### src/rtl/imm_gen_pipe_if.sv
// Fetch-to-decode immediate generator bundle: input instruction/PC handshake and
// decoded output handshake, seen from the environment (master) and the block (slave).
interface imm_gen_pipe_if #(
  parameter int XLEN  = 32,
  parameter int FMT_W = 3
);
  logic             in_valid;
  logic             in_ready;
  logic [31:0]      inst_in;
  logic [XLEN-1:0]  pc_in;
  logic             out_valid;
  logic             out_ready;
  logic [31:0]      inst_out;
  logic [XLEN-1:0]  imm_out;
  logic [FMT_W-1:0] fmt_out;
  logic [XLEN-1:0]  target_out;

  modport slave (
    input  in_valid, inst_in, pc_in, out_ready,
    output in_ready, out_valid, inst_out, imm_out, fmt_out, target_out
  );

  modport master (
    output in_valid, inst_in, pc_in, out_ready,
    input  in_ready, out_valid, inst_out, imm_out, fmt_out, target_out
  );
endinterface

### src/rtl/imm_gen_pipe.sv
// Registered immediate generator, 1-cycle latency; output register + 1 skid entry, in_ready registered (skid empty).
// Optional compressed-instruction decode when IMM_GEN_PIPE_RVC_EN is defined.
module imm_gen_pipe #(
  parameter int XLEN  = 32,
  parameter int FMT_W = 3
) (
  input  logic          clk,
  input  logic          rst_n,
  imm_gen_pipe_if.slave bus
);

  localparam logic [FMT_W-1:0] FMT_NONE = FMT_W'(0);
  localparam logic [FMT_W-1:0] FMT_I    = FMT_W'(1);
  localparam logic [FMT_W-1:0] FMT_S    = FMT_W'(2);
  localparam logic [FMT_W-1:0] FMT_B    = FMT_W'(3);
  localparam logic [FMT_W-1:0] FMT_U    = FMT_W'(4);
  localparam logic [FMT_W-1:0] FMT_J    = FMT_W'(5);

  typedef struct packed {
    logic [31:0]     inst;
    logic [XLEN-1:0] pc;
  } req_t;

  function automatic logic [XLEN-1:0] sext32(input logic [31:0] v);
    logic signed [31:0] s;
    s = v;
    return XLEN'(s);
  endfunction

  function automatic void decode32(input logic [31:0] i,
                                   output logic [FMT_W-1:0] fmt,
                                   output logic [XLEN-1:0] imm);
    // Unknown opcodes fall back to I, matching the old combinational generator.
    fmt = FMT_I;
    imm = sext32({{20{i[31]}}, i[31:20]});
    case (i[6:0])
      7'b0100011: begin
        fmt = FMT_S;
        imm = sext32({{20{i[31]}}, i[31:25], i[11:7]});
      end
      7'b1100011: begin
        fmt = FMT_B;
        imm = sext32({{19{i[31]}}, i[31], i[7], i[30:25], i[11:8], 1'b0});
      end
      7'b0110111, 7'b0010111: begin
        fmt = FMT_U;
        imm = sext32({i[31:12], 12'b0});
      end
      7'b1101111: begin
        fmt = FMT_J;
        imm = sext32({{11{i[31]}}, i[31], i[19:12], i[20], i[30:21], 1'b0});
      end
      7'b0110011, 7'b0111011: begin
        fmt = FMT_NONE;
        imm = '0;
      end
      default: ;
    endcase
  endfunction

`ifdef IMM_GEN_PIPE_RVC_EN
  function automatic void decode16(input logic [15:0] i,
                                   output logic [FMT_W-1:0] fmt,
                                   output logic [XLEN-1:0] imm);
    fmt = FMT_NONE;
    imm = '0;
    if (i[1:0] == 2'b01) begin
      case (i[15:13])
        3'b000, 3'b010: begin
          fmt = FMT_I;
          imm = sext32({{26{i[12]}}, i[12], i[6:2]});
        end
        3'b011: begin
          // rd=2 is C.ADDI16SP, rd=0 is reserved
          if (i[11:7] != 5'd0 && i[11:7] != 5'd2) begin
            fmt = FMT_U;
            imm = sext32({{14{i[12]}}, i[12], i[6:2], 12'b0});
          end
        end
        3'b001, 3'b101: begin
          // funct3=001 is C.JAL only on RV32; on RV64 it encodes C.ADDIW
          if (i[15:13] == 3'b101 || XLEN == 32) begin
            fmt = FMT_J;
            imm = sext32({{20{i[12]}}, i[12], i[8], i[10:9], i[6], i[7], i[2],
                          i[11], i[5:3], 1'b0});
          end
        end
        3'b110, 3'b111: begin
          fmt = FMT_B;
          imm = sext32({{23{i[12]}}, i[12], i[6:5], i[2], i[11:10], i[4:3], 1'b0});
        end
        default: ;
      endcase
    end
  endfunction
`endif

  logic             out_vld_q, skid_vld_q, in_rdy_q;
  req_t             skid_q;
  logic [31:0]      inst_q;
  logic [XLEN-1:0]  imm_q, tgt_q;
  logic [FMT_W-1:0] fmt_q;

  logic             acc_in, out_free, load_out, skid_load;
  logic             out_vld_d, skid_vld_d;
  req_t             new_req, cand;
  logic [FMT_W-1:0] fmt_c;
  logic [XLEN-1:0]  imm_c, tgt_c;

  assign new_req  = '{inst: bus.inst_in, pc: bus.pc_in};
  assign acc_in   = bus.in_valid & in_rdy_q;
  assign out_free = ~out_vld_q | bus.out_ready;
  // Skid entry is older than anything arriving now, so it always wins the output register.
  assign cand      = skid_vld_q ? skid_q : new_req;
  assign load_out  = out_free & (skid_vld_q | acc_in);
  assign skid_load = acc_in & (~out_free | skid_vld_q);

  always_comb begin
    fmt_c = FMT_NONE;
    imm_c = '0;
`ifdef IMM_GEN_PIPE_RVC_EN
    if (cand.inst[1:0] != 2'b11) decode16(cand.inst[15:0], fmt_c, imm_c);
    else                         decode32(cand.inst, fmt_c, imm_c);
`else
    decode32(cand.inst, fmt_c, imm_c);
`endif
    tgt_c = cand.pc + imm_c;
  end

  always_comb begin
    out_vld_d  = out_vld_q;
    skid_vld_d = skid_vld_q;
    if (out_free) begin
      out_vld_d  = skid_vld_q | acc_in;
      skid_vld_d = skid_vld_q & acc_in;
    end else if (acc_in) begin
      skid_vld_d = 1'b1;
    end
  end

  always_ff @(posedge clk or negedge rst_n) begin
    if (!rst_n) begin
      out_vld_q  <= 1'b0;
      skid_vld_q <= 1'b0;
      in_rdy_q   <= 1'b0;
      skid_q     <= '0;
      inst_q     <= '0;
      imm_q      <= '0;
      fmt_q      <= '0;
      tgt_q      <= '0;
    end else begin
      out_vld_q  <= out_vld_d;
      skid_vld_q <= skid_vld_d;
      in_rdy_q   <= ~skid_vld_d;
      if (skid_load) skid_q <= new_req;
      if (load_out) begin
        inst_q <= cand.inst;
        imm_q  <= imm_c;
        fmt_q  <= fmt_c;
        tgt_q  <= tgt_c;
      end
    end
  end

  assign bus.in_ready   = in_rdy_q;
  assign bus.out_valid  = out_vld_q;
  assign bus.inst_out   = inst_q;
  assign bus.imm_out    = imm_q;
  assign bus.fmt_out    = fmt_q;
  assign bus.target_out = tgt_q;

endmodule
### src/flat_wrapper.sv
// flat-port wrapper written by rule: the top's interface ports become plain ports
module imm_gen_pipe_flat 
#(
  parameter int XLEN  = 32,
  parameter int FMT_W = 3
)
  (clk, rst_n, bus_in_valid, bus_inst_in, bus_pc_in, bus_out_ready, bus_in_ready, bus_out_valid, bus_inst_out, bus_imm_out, bus_fmt_out, bus_target_out);
  imm_gen_pipe_if #(.XLEN(XLEN), .FMT_W(FMT_W)) bus_i ();
  input  logic clk;
  input  logic rst_n;
  input wire logic [$bits(bus_i.in_valid)-1:0] bus_in_valid;
  input wire logic [$bits(bus_i.inst_in)-1:0] bus_inst_in;
  input wire logic [$bits(bus_i.pc_in)-1:0] bus_pc_in;
  input wire logic [$bits(bus_i.out_ready)-1:0] bus_out_ready;
  output wire logic [$bits(bus_i.in_ready)-1:0] bus_in_ready;
  output wire logic [$bits(bus_i.out_valid)-1:0] bus_out_valid;
  output wire logic [$bits(bus_i.inst_out)-1:0] bus_inst_out;
  output wire logic [$bits(bus_i.imm_out)-1:0] bus_imm_out;
  output wire logic [$bits(bus_i.fmt_out)-1:0] bus_fmt_out;
  output wire logic [$bits(bus_i.target_out)-1:0] bus_target_out;
  assign bus_i.in_valid = bus_in_valid;
  assign bus_i.inst_in = bus_inst_in;
  assign bus_i.pc_in = bus_pc_in;
  assign bus_i.out_ready = bus_out_ready;
  assign bus_in_ready = bus_i.in_ready;
  assign bus_out_valid = bus_i.out_valid;
  assign bus_inst_out = bus_i.inst_out;
  assign bus_imm_out = bus_i.imm_out;
  assign bus_fmt_out = bus_i.fmt_out;
  assign bus_target_out = bus_i.target_out;
  imm_gen_pipe #(.XLEN(XLEN), .FMT_W(FMT_W)) u_core (.clk(clk), .rst_n(rst_n), .bus(bus_i));
endmodule
### config.mk
export PLATFORM = sky130hd
export DESIGN_NAME = imm_gen_pipe_flat
export DESIGN_NICKNAME = d
export VERILOG_FILES = /design/src/rtl/imm_gen_pipe_if.sv /design/src/rtl/imm_gen_pipe.sv /design/src/flat_wrapper.sv
export SDC_FILE = /design/constraint.sdc
export NUM_CORES = 1
export LEC_CHECK = 0
export CORE_MARGIN = 2
export CORE_UTILIZATION = 60
export CTS_CLUSTER_DIAMETER = 80
export DETAILED_ROUTE_END_ITERATION = 6
export DONT_BUFFER_PORTS = 1
export PLACE_DENSITY = 0.76
export RECOVER_POWER = 25
export SYNTH_ARGS = -nofsm -noshare
export SYNTH_HDL_FRONTEND = slang
export SYNTH_SLANG_ARGS = --single-unit
### constraint.sdc
create_clock -name clk -period 6.07 [get_ports clk]
set_input_delay 0.607 -clock clk [delete_from_list [all_inputs] [get_ports clk]]
set_output_delay 0.607 -clock clk [all_outputs]
set_load 0.01 [all_outputs]
==> impl_metrics.env, run 1 <==
export IMPL_grt_pass1_wl_microns=35960
export IMPL_place_gp_congestion=0.8722
export IMPL_rsz0062_at_grt="no"
export IMPL_finalWirelength_microns=22430
export IMPL_post_drt_via_cell_ratio=6.391
export IMPL_dp_final_hpwl_microns=16140
export IMPL_tns_ps=0
export IMPL_gr_total_overflow=0
export IMPL_ys_async_sr_fraction_pct=100.0
export IMPL_numCtsBuffers=17
export IMPL_post_route_min_period_ps=5062
export IMPL_io_pins=169
export IMPL_status="finished with violations"
export IMPL_finalHoldViolations=0
export IMPL_num_fill_cells=1145
export IMPL_tightest_slew_ps=4079
export IMPL_clockPowerShare_pct=17.2
export IMPL_grt_use_met3_pct=8.496
export IMPL_top_usage_layer="met2"
export IMPL_post_synth_cell_area_avg_sq_um=10.51
export IMPL_crit_top_cell="o21ai_0"
export IMPL_firstDrtPassIters=5
export IMPL_cts_setup_buffers=0
export IMPL_multi_input_area_sq_um=4537
export IMPL_setup_worst_path_end_class="flip-flop"
export IMPL_clock_skew_ps=13.57
export IMPL_syn_num_nets=949
export IMPL_postSynthCellCount=849
export IMPL_numClockSinks=166
export IMPL_worst_ep_arrival_time_ps=5330
export IMPL_place_area_sq_um=8992
export IMPL_area_delta_synth_final_pct=7.892
export IMPL_die_h_microns=126.0
export IMPL_grt_pass1_vias=6765
export IMPL_ant_nets=0
export IMPL_combPwrFrac_pct=48.9
export IMPL_setup_viol=0
export IMPL_maxSlewHeadroom_pct=-171.9
export IMPL_cap_violations=1
export IMPL_grt_util_met1_pct=38.01
export IMPL_die_w_microns=126.0
export IMPL_synth_seq_area_share_pct=46.54
export IMPL_p_switching_mw=2.975
export IMPL_core_area_sq_um=14530
export IMPL_cts_max_level=4
export IMPL_synthFlopType="dfrtp_1"
export IMPL_synth_seq_cells=166
export IMPL_start_util_pct=61.42
export IMPL_cp_required_ps=6330
export IMPL_seqPwrFrac_pct=33.9
export IMPL_cell_internal_pwr_mw=3.788
export IMPL_path_class="reg -> reg"
export IMPL_synth_edf_count=0
export IMPL_fin_nets=927
export IMPL_wire_per_inst_microns=21.91
export IMPL_fmax_mhz=197.6
export IMPL_powerDensity_nw_per_um2=702.3
export IMPL_dieArea_sq_um=15870
export IMPL_violations="max-capacitance violations, max-slew violations"
export IMPL_drc=0
export IMPL_cts_root_buf="clkbuf_16"
export IMPL_peakVddDrop_mv=0.5402
export IMPL_final_period_utilization_pct=83.39
export IMPL_critPathBufInv=0
export IMPL_yosysUniqueCellTypes=71
export IMPL_drive_above_1_share_pct=20.60
export IMPL_cts_tree="built"
export IMPL_clk_pin_slew_ps=70
export IMPL_ctsLongestPathBuffers=2
export IMPL_diodes=0
export IMPL_start_kind="flip-flop"
export IMPL_worstPathCellList="mux2i_1 -> and2_4 -> nand3_1 -> and2_1 -> o21ai_2 -> ha_1 -> a21oi_1 -> o21ai_0 -> a2111oi_0 -> o31ai_1 -> a31oi_1 -> xor2_1 -> o21ai_0"
export IMPL_grt_max_degree=167
export IMPL_drt_iter0_drc=436
export IMPL_gr_usage_met2_pct=46.33
export IMPL_vias=6544
export IMPL_max_stage_delay_ps=970
export IMPL_fin_area_sq_um=9630
export IMPL_p_sw_share_pct=43.99
export IMPL_insertion_delay_ps=430
export IMPL_antenna_found_initial=0
export IMPL_seq_area_sq_um=4158
export IMPL_synth_warnings=0
export IMPL_crit_family="compound AO/OA/AOI/OAI gates"
export IMPL_power_leakage_nw=4.179
export IMPL_syn_area_sq_um=8926
export IMPL_worstPathMaxFanout=56
export IMPL_portBuffers=0
export IMPL_drv_slew=167
export IMPL_rows=44
export IMPL_cp_slowest_cell="dfrtp_4"
export IMPL_hp_class="in -> reg"
export IMPL_grt_use_total_pct=28.74
==> cell usage after synthesis, types with 13 or more instances <==
| library cell | number | area share [%] |
|---|---|---|
| nor2_1 | 30 | 1.3 |
| nand2_1 | 139 | 5.8 |
| a21o_1 | 13 | 1.1 |
| dfrtp_1 | 166 | 47 |
| buf_2 | 18 | 1.0 |
| ha_1 | 31 | 4.3 |
| o21ai_0 | 74 | 4.1 |
| a21oi_1 | 29 | 1.6 |
| mux2i_1 | 31 | 3.5 |
| mux2_2 | 108 | 14 |
| nand3_1 | 14 | 0.79 |
| clkbuf_1 | 22 | 0.93 |
==> worst reg2reg max path, delay by kind of cell (launching register included) <==
family,cells,cell delay [ps]
XOR/XNOR,1,180
AO/OA/AOI/OAI,7,1720
adder cells (fa/ha/maj),1,330
flip-flops,1,970
multiplexers,1,600
AND/OR/NAND/NOR,3,1100
==> flip-flops by register name, summed over array words and instances, names as in the netlist <==
signal and flops:
u_core.bus.fmt_out 3, u_core.bus.imm_out 32, u_core.bus.in_ready 1, u_core.bus.inst_out 32
u_core.bus.out_valid 1, u_core.bus.target_out 32, u_core.skid_q 64, u_core.skid_vld_q 1
==> power groups by stage <==
stage               logic (mW)  clock network, mW  registers (mW)
detailed placement        3.24                  0            2.31
global route              3.66               1.22            2.36
finish                    3.31               1.16            2.29
floorplan                 2.67                  0            2.08
global placement          3.16                  0            2.28
CTS                       3.29               1.18            2.30
==> layout make-up <==
type                            count  area share [%]
Timing Repair Buffer                6          0.4417
Sequential cell                   166           43.17
Clock buffer                       22           4.820
Tap cell                          184           2.391
Clock inverter                     10           1.754
Multi-Input combinational cell    628           47.11
Inverter                            8          0.3118
==> cell usage in the layout (no fill, tap or decap), types with 3 or more instances in the layout <==
cell	n
ha_1	31
or3_1	5
a2bb2oi_1	3
a211o_1	3
mux2i_1	31
nand2b_1	3
nor2_1	29
and2_1	5
mux2_2	108
inv_1	8
xor2_1	7
a31o_2	3
clkinvlp_4	3
nor2b_1	3
nand4_1	12
clkbuf_16	17
o22ai_1	4
o21ai_0	74
o2111ai_1	5
buf_4	5
a21oi_1	29
a211oi_1	3
o21ai_2	9
nand2_1	139
xnor2_1	12
o21a_1	5
o211ai_1	12
clkbuf_1	3
nand3_1	14
bufinv_16	4
o31ai_1	12
o21bai_1	4
dfrtp_1	165
a21o_1	13
or4_1	3
nor3_1	3
==> path summary, 6_finish.rpt <==
path	slack (ps)	endpoint	depth (start not counted)	start
max in group asynchronous	1580	u_core.skid_vld_q	1	rst_n
worst max-delay path	1010	u_core.bus.target_out[26]	13	u_core.skid_vld_q
worst min-delay path	310	u_core.bus.out_valid	1	bus_in_valid
min in group asynchronous	1460	u_core.bus.inst_out[25]	1	rst_n
worst max register to register	1010	u_core.bus.target_out[26]	13	u_core.skid_vld_q
worst min register to register	500	u_core.skid_q[5]	1	u_core.skid_q[5]
==> metrics by stage <==
| stage | util [%] | worst slack (ps) | total power, mW | hold WS [ps] | cells |
|---|---|---|---|---|---|
| finish | 66.26 | 1008 | 6.763 | 314.2 | 1024 |
| global route | 66.26 | 620.4 | 7.243 | 302.5 | 1024 |
| CTS | 66.42 | 1102 | 6.766 | 246.4 | 1024 |
| detailed placement | 61.87 | 1163 | 5.553 | 315.0 | 991 |
| global placement | 61.87 | 1321 | 5.438 | 315.3 | 991 |
| floorplan | - | 2365 | 4.748 | 311.4 | 849 |
==> metal layers <==
metal / part of all wire, % / vias to the layer above
li1: - / 3036
met1: 43 / 3280
met2: 48 / 202
met3: 7.8 / 26
met4: 1.6 / 0
met5: 0 / -
==> kinds of logic (layout without fill, tap and decap cells) <==
kind of cell / after synthesis / count (layout) / share of synthesized area (%)
XOR/XNOR: 19 / 19 / 1.864
buffers and inverters: 55 / 46 / 2.747
multiplexers: 140 / 140 / 17.26
AO/OA/AOI/OAI: 205 / 205 / 15.35
adder cells (fa/ha/maj): 32 / 32 / 4.570
flip-flops: 166 / 166 / 46.54
AND/OR/NAND/NOR: 232 / 232 / 11.68
==> repair_timing <==
item                       CTS  global route
setup endpoints to repair    0             0
hold buffers                 1             0
gates resized for setup      0             0
hold endpoints to repair   166             0
Note: power is estimated with default switching activity, not from simulation.
==> run 2, diff against run 1 <==
Settings changed: CORE_UTILIZATION 60 to 58.
Clock period 6.07 ns to 4.17 ns, I/O delays scaled along.
==> run 2 against run 1 <==
  * Critical path depth rose by 4
  * The run ends with negative hold slack left
  * First-iteration DRC count rose by 8.3%
  * Clock power rose by 34%
  * Flip-flop and latch count did not move
  * Sequential share of layout area fell by 0.90 points
  * Core utilization fell by 1.3 points
  * Non-clock buffer count rose by 27
  * Sequential power rose by 41%
==> impl_metrics.env, run 2 (synthesis results as in run 1) <==
export IMPL_hp_class="in -> async"
export IMPL_antenna_found_initial=0
export IMPL_drc=0
export IMPL_clockPowerShare_pct=15.6
export IMPL_num_fill_cells=1195
export IMPL_drv_slew=0
export IMPL_numCtsBuffers=17
export IMPL_hold_worst_slack_ps=-313.2
export IMPL_area_delta_synth_final_pct=10.19
export IMPL_vias=6634
export IMPL_cp_required_ps=4510
export IMPL_final_common_cell="dfrtp_1"
export IMPL_p_sw_share_pct=44.11
export IMPL_multi_input_area_sq_um=4588
export IMPL_drive_above_1_share_pct=23.99
export IMPL_finalWirelength_microns=22730
export IMPL_fin_area_sq_um=9836
export IMPL_path_class="reg -> reg"
export IMPL_peakVddDrop_mv=0.5569
export IMPL_start_kind="flip-flop"
export IMPL_io_pins=169
export IMPL_setup_viol=0
export IMPL_status="finished with violations"
export IMPL_die_h_microns=128.1
export IMPL_numClockSinks=166
export IMPL_violations="negative hold slack"
export IMPL_maxSlewHeadroom_pct=37.48
export IMPL_grt_max_degree=167
export IMPL_dp_final_hpwl_microns=16270
export IMPL_portBuffers=0
export IMPL_diodes=0
export IMPL_powerDensity_nw_per_um2=1013
export IMPL_place_area_sq_um=9170
export IMPL_wire_per_inst_microns=21.54
export IMPL_insertion_delay_ps=430
export IMPL_core_area_sq_um=15150
export IMPL_finalHoldViolations=166
export IMPL_setup_worst_path_end_class="flip-flop"
export IMPL_dieArea_sq_um=16400
export IMPL_final_cell_mix="dfrtp_1, nand2_1, mux2_2"
export IMPL_rows=45
export IMPL_ctsLongestPathBuffers=2
export IMPL_cts_tree="built"
export IMPL_crit_family="compound AO/OA/AOI/OAI gates"
export IMPL_grt_pass1_vias=6859
export IMPL_worstPathMaxFanout=9
export IMPL_worstPathCellList="clkbuf_4 -> nand2b_1 -> o22ai_4 -> o21ai_1 -> a21oi_2 -> buf_4 -> o22ai_1 -> ha_1 -> a21o_1 -> a21oi_1 -> a21boi_1 -> buf_4 -> a211oi_1 -> o21a_2 -> buf_4 -> o2111ai_1 -> o211ai_1"
export IMPL_cell_internal_pwr_mw=5.567
export IMPL_post_route_min_period_ps=4012
export IMPL_regMostFlops="u_core.skid_q"
export IMPL_seqPwrFrac_pct=32.5
export IMPL_fin_nets=954
export IMPL_cts_root_buf="clkbuf_16"
export IMPL_start_util_pct=58.93
export IMPL_place_gp_congestion=0.8819
export IMPL_die_w_microns=128.1
export IMPL_clock_skew_ps=14.18
export IMPL_clk_pin_slew_ps=70
export IMPL_critPathBufInv=4
export IMPL_cp_slowest_cell="dfrtp_4"
export IMPL_max_stage_delay_ps=540
export IMPL_final_period_utilization_pct=96.20
export IMPL_cap_violations=0
export IMPL_grt_use_total_pct=28.81
export IMPL_ant_nets=0
export IMPL_p_switching_mw=4.394
export IMPL_fmax_mhz=249.3
export IMPL_crit_top_cell="buf_4"
export IMPL_drt_iter0_drc=472
export IMPL_seq_area_sq_um=4158
export IMPL_worst_ep_arrival_time_ps=4350
export IMPL_combPwrFrac_pct=51.9
export IMPL_rsz0062_at_grt="yes"
export IMPL_gr_total_overflow=0
export IMPL_post_drt_via_cell_ratio=6.288
export IMPL_power_leakage_nw=4.299
export IMPL_firstDrtPassIters=5
export IMPL_tightest_slew_ps=937.8
export IMPL_largest_reg_flops=64
export IMPL_cts_max_level=4
export IMPL_grt_pass1_wl_microns=36680
## run 2: changes by cell type in the layout (fill, tap and decap cells not counted), sizes merged
cell / change
buf: +27
clkinv: +6
bufinv: -2
clkinvlp: -2
clkbuf: -1
inv: -1
## run 2: power groups by stage
stage / sequential (mW) / clock [mW] / combinational, mW
floorplan: 3.03 / 0 / 3.88
global placement: 3.23 / 0 / 4.81
detailed placement: 3.27 / 0 / 4.97
finish: 3.24 / 1.55 / 5.17
CTS: 3.25 / 1.58 / 5.01
global route: 3.34 / 1.65 / 5.70
## run 2: path summary, 6_finish.rpt
kind | from | to | slack (ps) | cells past startpoint
worst max register to register | u_core.skid_vld_q | u_core.bus.target_out[27] | 160 | 17
worst min register to register | u_core.skid_q[12] | u_core.skid_q[12] | 500 | 1
worst min-delay path | rst_n | u_core.bus.imm_out[6] | -310 | 0
worst max-delay path | u_core.skid_vld_q | u_core.bus.target_out[27] | 160 | 17
min in group clk | bus_in_valid | u_core.bus.out_valid | 120 | 1
max in group asynchronous | rst_n | u_core.skid_q[4] | 4050 | 0
## run 2: stage by stage
stage               power, mW  setup TNS [ps]  std cells  utilization, %  worst slack, ps
floorplan               6.911               0        849               -            464.7
global placement        8.041               0       1018           60.55            251.6
detailed placement      8.246               0       1018           60.55            123.5
CTS                     9.834               0       1050           64.35            82.27
global route            10.69          -141.3       1055           64.94           -56.23
finish                  9.961               0       1055           64.94            158.4
## run 2: worst reg2reg max path: cells and delay by family, from the launching register on
| family | cells | cell delay (ps) |
|---|---|---|
| AO/OA/AOI/OAI | 11 | 2100 |
| adder cells (fa/ha/maj) | 1 | 400 |
| buffers and inverters | 4 | 680 |
| flip-flops | 1 | 540 |
| AND/OR/NAND/NOR | 1 | 210 |
## run 2: cell type report
type,count,area share [%]
Inverter,8,0.3053
Timing Repair Buffer,33,2.519
Multi-Input combinational cell,628,46.65
Tap cell,188,2.392
Clock buffer,21,4.580
Clock inverter,11,1.285
Sequential cell,166,42.27
## run 2: metal layers
| layer | GRT usage [%] | vias up | wire length [microns] |
|---|---|---|---|
| li1 | - | 3086 | - |
| met1 | 36.71 | 3276 | 9390 |
| met2 | 45.49 | 232 | 10850 |
| met3 | 10.23 | 40 | 1904 |
| met4 | 10.86 | 0 | 583 |
| met5 | 0 | - | 0 |
## run 2: what timing repair did
item	in CTS	in global routing
resized for setup	0	13
endpoints found under the setup margin	0	13
buffers inserted	0	5
hold endpoints to repair	166	166
